File: src/rtl/uart_pkg.sv
// rtl/uart_pkg.sv - shared UART types and constants
//
// Contents:
//   tx_fifo_state_e  launch sequencer states (IDLE, LAUNCH, WAIT)
//   UART_DATA_WIDTH  default UART payload width in bits

package uart_pkg;

    localparam int UART_DATA_WIDTH = 8;

    typedef enum logic [1:0] {
        IDLE   = 2'd0,
        LAUNCH = 2'd1,
        WAIT   = 2'd2
    } tx_fifo_state_e;

endpackage

File: src/rtl/uart_sync_fifo.sv
// rtl/uart_sync_fifo.sv - single-clock byte FIFO with occupancy count and flush
//
// Ports:
//   clk      in   clock, rising edge
//   rst_n    in   asynchronous active-low reset
//   wr_en    in   write request; it is accepted only when not full and not flushing
//   wr_data  in   DATA_WIDTH  word to store
//   rd_en    in   read request; it is accepted only when not empty
//   flush    in   synchronous clear of all stored words
//   rd_data  out  DATA_WIDTH  word at the read pointer (combinational)
//   count    out  $clog2(DEPTH+1)  stored words (registered)
//   empty    out  count == 0 (registered)
//   full     out  count == DEPTH (registered)

module uart_sync_fifo #(
    parameter int DEPTH      = 16,
    parameter int DATA_WIDTH = 8
) (
    input  logic                         clk,
    input  logic                         rst_n,
    input  logic                         wr_en,
    input  logic [DATA_WIDTH-1:0]        wr_data,
    input  logic                         rd_en,
    input  logic                         flush,
    output logic [DATA_WIDTH-1:0]        rd_data,
    output logic [$clog2(DEPTH+1)-1:0]   count,
    output logic                         empty,
    output logic                         full
);

    localparam int PTR_W = $clog2(DEPTH);
    localparam int CNT_W = $clog2(DEPTH+1);

    typedef logic [PTR_W-1:0] ptr_t;
    typedef logic [CNT_W-1:0] cnt_t;

    localparam cnt_t FULL_CNT = cnt_t'(DEPTH);

    logic [DATA_WIDTH-1:0] mem [DEPTH];
    ptr_t wr_ptr;
    ptr_t rd_ptr;
    cnt_t count_next;
    logic push;
    logic pop;

    // A push in a flush cycle is dropped so the FIFO really is empty afterwards.
    assign push    = wr_en && !full && !flush;
    assign pop     = rd_en && !empty;
    assign rd_data = mem[rd_ptr];

    always_comb begin
        count_next = count;
        if (flush) begin
            count_next = '0;
        end else begin
            case ({push, pop})
                2'b10:   count_next = count + cnt_t'(1);
                2'b01:   count_next = count - cnt_t'(1);
                default: count_next = count;
            endcase
        end
    end

    always_ff @(posedge clk) begin
        if (push) begin
            mem[wr_ptr] <= wr_data;
        end
    end

    always_ff @(posedge clk or negedge rst_n) begin
        if (!rst_n) begin
            wr_ptr <= '0;
            rd_ptr <= '0;
            count  <= '0;
            empty  <= 1'b1;
            full   <= 1'b0;
        end else begin
            if (push) begin
                wr_ptr <= wr_ptr + ptr_t'(1);
            end
            // Flush aligns the read pointer to the write pointer; a pop in the
            // same cycle has already copied its word out, so it is not lost.
            if (flush) begin
                rd_ptr <= wr_ptr;
            end else if (pop) begin
                rd_ptr <= rd_ptr + ptr_t'(1);
            end
            count <= count_next;
            empty <= (count_next == '0);
            full  <= (count_next == FULL_CNT);
        end
    end

endmodule

File: src/rtl/uart_tx_fifo.sv
// rtl/uart_tx_fifo.sv - byte queue and launch sequencer in front of the UART transmitter
//
// Ports:
//   tx_clk      in   transmitter clock, rising edge
//   tx_rstn     in   asynchronous active-low reset
//   wr_valid    in   producer has a byte on wr_data
//   wr_data     in   DATA_WIDTH  byte to queue
//   wr_ready    out  queue can accept (!full)
//   flush       in   drop queued bytes; the in-flight byte is unaffected
//   uart_start  out  one-cycle launch pulse to the transmitter
//   uart_din    out  DATA_WIDTH  byte being sent, held from pop to next pop
//   uart_done   in   one-cycle end-of-packet pulse from the transmitter
//   count       out  queued bytes, excluding the in-flight byte
//   empty       out  count == 0
//   full        out  count == DEPTH
//   busy        out  sequencer not idle

module uart_tx_fifo
    import uart_pkg::*;
#(
    parameter int DEPTH      = 16,
    parameter int DATA_WIDTH = UART_DATA_WIDTH
) (
    input  logic                         tx_clk,
    input  logic                         tx_rstn,
    input  logic                         wr_valid,
    input  logic [DATA_WIDTH-1:0]        wr_data,
    output logic                         wr_ready,
    input  logic                         flush,
    output logic                         uart_start,
    output logic [DATA_WIDTH-1:0]        uart_din,
    input  logic                         uart_done,
    output logic [$clog2(DEPTH+1)-1:0]   count,
    output logic                         empty,
    output logic                         full,
    output logic                         busy
);

    tx_fifo_state_e        state;
    tx_fifo_state_e        state_next;
    logic                  pop;
    logic [DATA_WIDTH-1:0] head_data;

    uart_sync_fifo #(
        .DEPTH      (DEPTH),
        .DATA_WIDTH (DATA_WIDTH)
    ) u_fifo (
        .clk     (tx_clk),
        .rst_n   (tx_rstn),
        .wr_en   (wr_valid),
        .wr_data (wr_data),
        .rd_en   (pop),
        .flush   (flush),
        .rd_data (head_data),
        .count   (count),
        .empty   (empty),
        .full    (full)
    );

    // Registered full only: a pop in the same cycle does not open the door.
    assign wr_ready = !full;
    assign busy     = (state != IDLE);

    always_ff @(posedge tx_clk or negedge tx_rstn) begin
        if (!tx_rstn) begin
            state <= IDLE;
        end else begin
            state <= state_next;
        end
    end

    // uart_start decodes straight from state so an asynchronous reset drops it at once.
    always_comb begin
        state_next = state;
        pop        = 1'b0;
        uart_start = 1'b0;
        case (state)
            IDLE: begin
                if (!empty) begin
                    pop        = 1'b1;
                    state_next = LAUNCH;
                end
            end
            LAUNCH: begin
                uart_start = 1'b1;
                state_next = WAIT;
            end
            WAIT: begin
                if (uart_done) begin
                    state_next = IDLE;
                end
            end
            default: state_next = IDLE;
        endcase
    end

    always_ff @(posedge tx_clk or negedge tx_rstn) begin
        if (!tx_rstn) begin
            uart_din <= '0;
        end else if (pop) begin
            uart_din <= head_data;
        end
    end

endmodule

File: config.mk
export PLATFORM = sky130hd
export DESIGN_NAME = uart_tx_fifo
export DESIGN_NICKNAME = d
export VERILOG_FILES = /design/src/rtl/uart_pkg.sv /design/src/rtl/uart_sync_fifo.sv /design/src/rtl/uart_tx_fifo.sv
export SDC_FILE = /design/constraint.sdc
export NUM_CORES = 1
export LEC_CHECK = 0
export BUFFER_PORTS_ARGS = -buffer_cell sky130_fd_sc_hd__buf_2
export CORE_ASPECT_RATIO = 2
export CORE_MARGIN = 2
export CORE_UTILIZATION = 54
export CTS_CLUSTER_SIZE = 24
export DETAILED_ROUTE_END_ITERATION = 16
export PLACE_DENSITY = 0.72
export SKIP_LAST_GASP = 1
export SLEW_MARGIN = 30
export SYNTH_ARGS = -nofsm -noshare
export SYNTH_HDL_FRONTEND = slang
export SYNTH_SLANG_ARGS = --single-unit
File: constraint.sdc
create_clock -name tx_clk -period 3.2 [get_ports tx_clk]
set_input_delay 0.16 -clock tx_clk [delete_from_list [all_inputs] [get_ports tx_clk]]
set_output_delay 0.16 -clock tx_clk [all_outputs]
set_load 0.01 [all_outputs]
# After elaboration in Yosys (flattened, before gate mapping)
# Memories as Yosys holds them, arrays and structs flattened. A register that Yosys moved wholly into a read port is not among the register bits.
# Index checks and enable logic that the tools add are counted.
# word_totals
ff_bits	17
latchBits	0
ramBits	128
rom_bits	0
word_cells	42
memories	1
# classes
n_addsub	4
mul	0
n_div	0
n_lt_le_gt_ge	0
eq_ne	7
n_shift	0
n_mux	12
bitwise	0
reduce_logical	12
# mem_list
name	words	word_bits	rd	rd_ports_with_merged_regs	write_ports	line_no	source
u_fifo.mem	16	8	1	1	1	uart_sync_fifo.sv:39	logic [DATA_WIDTH-1:0] mem [DEPTH];
# op_table
operator	count
$pmux W5 S2	1
$add A4 B1 Y4 const B	2
$mux W4	2
$pmux W2 S3	1
$add A5 B1 Y5 const B	1
$eq A5 B5 Y1 const B	1
$logic_not A5 Y1	1
$mux W1	5
$mux W5	1
$sub A5 B1 Y5 const B	1
$eq A2 B1 Y1 const B	2
$eq A2 B2 Y1 const B	2
$logic_not A1 Y1	4
$mux W2	2
$ne A2 B2 Y1 const B	2
$reduce_bool A2 Y1	2
$logic_and A1 B1 Y1	3
$logic_not A2 Y1	1
$reduce_and A2 Y1	1

# Logic depth before layout (Yosys ltp)
# logic_depth
depth_word	7
ltp_mapped	11

# Hierarchy
# Synthesis repeated with hierarchy kept, for this count alone.
# unflattened
hier_cells	316
area_unflattened_um2	6200.9
# by_module_without_submodules
mod	instances	cells_per_inst	area_per_inst_um2	seq_area_each_um2
uart_sync_fifo	1	291	5809.3	4220.3
uart_tx_fifo	1	25	391.6	250.2

# Least setup slack after synthesis
# OpenSTA, ideal clock, no wires.
# synth_timing
kind	reg2reg
from	reg u_fifo.empty
to	reg u_fifo.empty
setup_time_ns	0.096
arrival_ns	2.648
t_required_ns	3.104
slack_ns	0.455
path_stages_with_launch	11
path_buffers	1
path_cell_list	dfstp_2 or3_1 buf_6 nor2_1 xnor2_1 ha_1 o41ai_1 nor3_2 a2111oi_4 mux2_4 nor4_1
# synth_via
elab_chain_len	7
word_cells_on_any_way	9
cone_classes	eq/ne (2); mux (4); reduce/logical (3)
# synth_rtl
item	line_no	source
start, declared	uart_sync_fifo.sv:27	output logic empty,
start signal, assigned	uart_sync_fifo.sv:89	empty <= (count_next == '0);
$mux W1	uart_tx_fifo.sv:79	if (!empty) begin
$mux W1	uart_tx_fifo.sv:77	case (state)
$logic_and A1 B1 Y1 *	uart_sync_fifo.sv:48	assign pop = rd_en && !empty;
$eq A2 B1 Y1 or $eq A2 B2 Y1 (tied branches)	uart_sync_fifo.sv:56	case ({push, pop})
$pmux W5 S2 *	uart_sync_fifo.sv:56	
$mux W5 *	uart_sync_fifo.sv:53	if (flush) begin
net u_fifo.count_next[4]	uart_sync_fifo.sv:42	cnt_t count_next;
$logic_not A5 Y1 *	uart_sync_fifo.sv:89	
# Mark *: on every way through the listed nets, which the timed path passes. The rest lies on a longest branch.
# A chain may end at the register's enable or synchronous reset.

# Worst setup path in the final report
# layout_timing
from	reg state[0]
to	reg u_fifo.empty
# layout_via
elab_chain_len	7
word_cells_on_any_way	8
cone_classes	eq/ne (2); mux (3); reduce/logical (3)
# layout_rtl
item	line_no	source
start, declared	uart_tx_fifo.sv:39	tx_fifo_state_e state;
start signal, assigned	uart_tx_fifo.sv:68	state <= state_next;
$logic_not A2 Y1 *	uart_tx_fifo.sv:77	
$mux W1 *	uart_tx_fifo.sv:77	
$logic_and A1 B1 Y1 *	uart_sync_fifo.sv:48	
$eq A2 B1 Y1 or $eq A2 B2 Y1 (tied branches)	uart_sync_fifo.sv:56	
$pmux W5 S2 *	uart_sync_fifo.sv:56	
$mux W5 *	uart_sync_fifo.sv:53	
net u_fifo.count_next[4]	uart_sync_fifo.sv:42	
$logic_not A5 Y1 *	uart_sync_fifo.sv:89	
# Marks and branches as above.

==> reports/qor.yml <==
n_antenna_cell: 0
yosysMostFrequentCell: "edfxtp_1"
synth_area_um2: 6320
finalNetCount: 395
cts_setup_buffers: 0
p_per_area_nw_per_um2: 867
synth_top_area_share_pct: 60.8
cts_root_buffer: "clkbuf_16"
min_from: "wr_data[3]"
synth_fp_nets: 359
finClkSkew_ns: 0.00439
wire_per_inst_um: 22.0
grt_pass1_vias: 3339
synth_area_leaders: "edfxtp_1, mux4_2, dfrtp_1"
avgSynthCellArea_um2: 18.6
drc: 0
cts.sinks: 153
crit_type: "register to register"
ys_seq_area_share_pct: 70.8
core_um2: 11400
gp_congestion: 0.774
yosysTopAreaCell: "edfxtp_1"
drive_gt1_share_pct: 30.9
clock.fmax_mhz: 331
yosys_warnings: 0
cts_inserted_buffers: 17
grt_pass1_wl_um: 18200
end_kind: "register"
vias_per_cell: 5.83
worstReg2RegEnd: "u_fifo.empty"
drt_iter0_drc: 155
clock_latency_ns: 0.41
worst_pin_slew_ns: 0.661
status: "finished clean"
routed_wl_um: 11700
dieArea_um2: 12600
critPathArrivalTime_ns: 3.33
cts_tree: "built"
start_kind: "register"
fin_ws_ns: 0.180
fin_crit_sh_pct: 94.4
cts_hold_buf: 1
hold_depth: 1
fillCellCount: 805
finalSetupViolations: 0
syn-instance-count: 339
r2r_slack_ns: 0.18
synthTopCellsByCount: "edfxtp_1, mux4_2, nand2_1"
p_leak_nw: 2.51
rsz0062_at_grt: "false"
synthFlopType: "edfxtp_1"
ios: 31
antenna_found_initial: 0
irDropWorstVdd_mv: 0.604
numPortBuffers: 30
fin_crit_ns: 3.02
tns_ns: 0
async_flop_share_pct: 16.3
crit_required_ns: 3.51
syn2layout_area_growth_pct: 13.8
grt_max_degree: 36
min_to: "u_fifo.mem[10][3]"
hold_viol: 0
drtPass1Iterations: 4
slew_headroom_pct: 55.9
place_ws_ns: 0.210
min_path_type: "primary input to register"
ant_nets: 0
hold_ws_ns: 0.122
total_power_mw: 6.23
timing.rr.start: "state[0]"
fp-row-count: 55
path_max_fanout: 4
initial_core_util_pct: 55.6
cts_max_path_buffers: 2
r2r_cells: 9
htreeDepth: 4
fp.dieW_um: 80.5
cts.clk_slew.worst_paths_ns: 0.06
num_vias: 3090
synth_edf_count: 128
dp_hpwl_um: 8340
cts_resized: 0
die_h_um: 157
maxCapViolCount: 0
track_usage_pct: 20.7
drv_slew: 0
yosys_register_bits: 153
synth.distinct_cells: 45
grt.overflow.total: 0
## final cells by class
class / instances / area, µm² / area share, %
Clock inverter: 14 / 143 / 1.98
Inverter: 7 / 38.8 / 0.540
Sequential cell: 153 / 4470 / 62.2
Tap cell: 142 / 178 / 2.47
Timing Repair Buffer: 35 / 203 / 2.82
Multi-Input combinational cell: 161 / 1730 / 24.0
Clock buffer: 18 / 429 / 5.97
## worst max path at each step
| stage | slack [ns] | end | start | cells past startpoint |
|---|---|---|---|---|
| after detailed placement | 0.21 | u_fifo.empty | state[0] | 9 |
| after floorplan | 0.46 | u_fifo.empty | u_fifo.empty | 10 |
| after global placement | 0.38 | u_fifo.empty | state[0] | 9 |
| after global routing | 0.02 | u_fifo.empty | state[0] | 9 |
| after CTS | 0.20 | u_fifo.empty | state[0] | 9 |
| final | 0.18 | u_fifo.empty | state[0] | 9 |
## metal layers
| layer | track usage [%] | part of all wire [%] | vias up |
|---|---|---|---|
| met5 | 0 | 0 | - |
| met4 | 9.28 | 3.0 | 0 |
| met3 | 4.64 | 2.8 | 22 |
| met2 | 38.0 | 58 | 68 |
| met1 | 22.1 | 36 | 1597 |
| li1 | - | - | 1403 |
## worst max-delay path, cell delays in order (launching register included)
cell       delay [ns]
dfrtp_1          0.39
or3_1            0.39
nor2_1           0.26
xnor2_1          0.13
ha_1             0.24
o41ai_1          0.43
nor3_2           0.10
a2111oi_4        0.35
mux2_4           0.34
nor4_1           0.29
## kinds of logic (layout without fill, tap and decap cells)
group           count (synthesis)  after routing  share of synthesized area (%)
compound gates                 21             21                           3.09
xor+xnor                        8              8                           1.11
fa+ha+maj                       7              7                           1.39
buf+inv                        25             74                           1.92
flops                         153            153                           70.8
mux                            44             44                           15.0
simple gates                   81             81                           6.75
## sequential cells by signal (all words and copies together) (netlist names)
register	count
u_fifo.mem	128
uart_din	8
u_fifo.count	5
u_fifo.rd_ptr	4
u_fifo.wr_ptr	4
state	2
u_fifo.empty	1
u_fifo.full	1
## stage by stage
step                      cell area, µm²  instances  util [%]
after floorplan                     6320        339         -
after global placement              6610        497      58.2
after detailed placement            6610        497      58.2
after CTS                           7190        530      63.3
after global routing                7190        530      63.3
final                               7190        530      63.3
## where the power goes
group,switching (mW),leakage (nW),total [mW],internal [mW]
clock,0.802,0.268,1.89,1.09
sequential,0.207,1.47,2.60,2.39
combinational,0.875,0.777,1.74,0.867
total,1.88,2.51,6.23,4.35
## cell usage in the layout, fill, tap and decap left out, drive strengths merged, types with 6 or more instances in the layout
master  instances
edfxtp        128
mux4           40
xnor2           6
dfrtp          24
and2           16
nand2          34
clkbuf         18
inv            10
nor2            6
buf            34
clkinv          6
ha              7
Power figures use the tool's default switching activity.
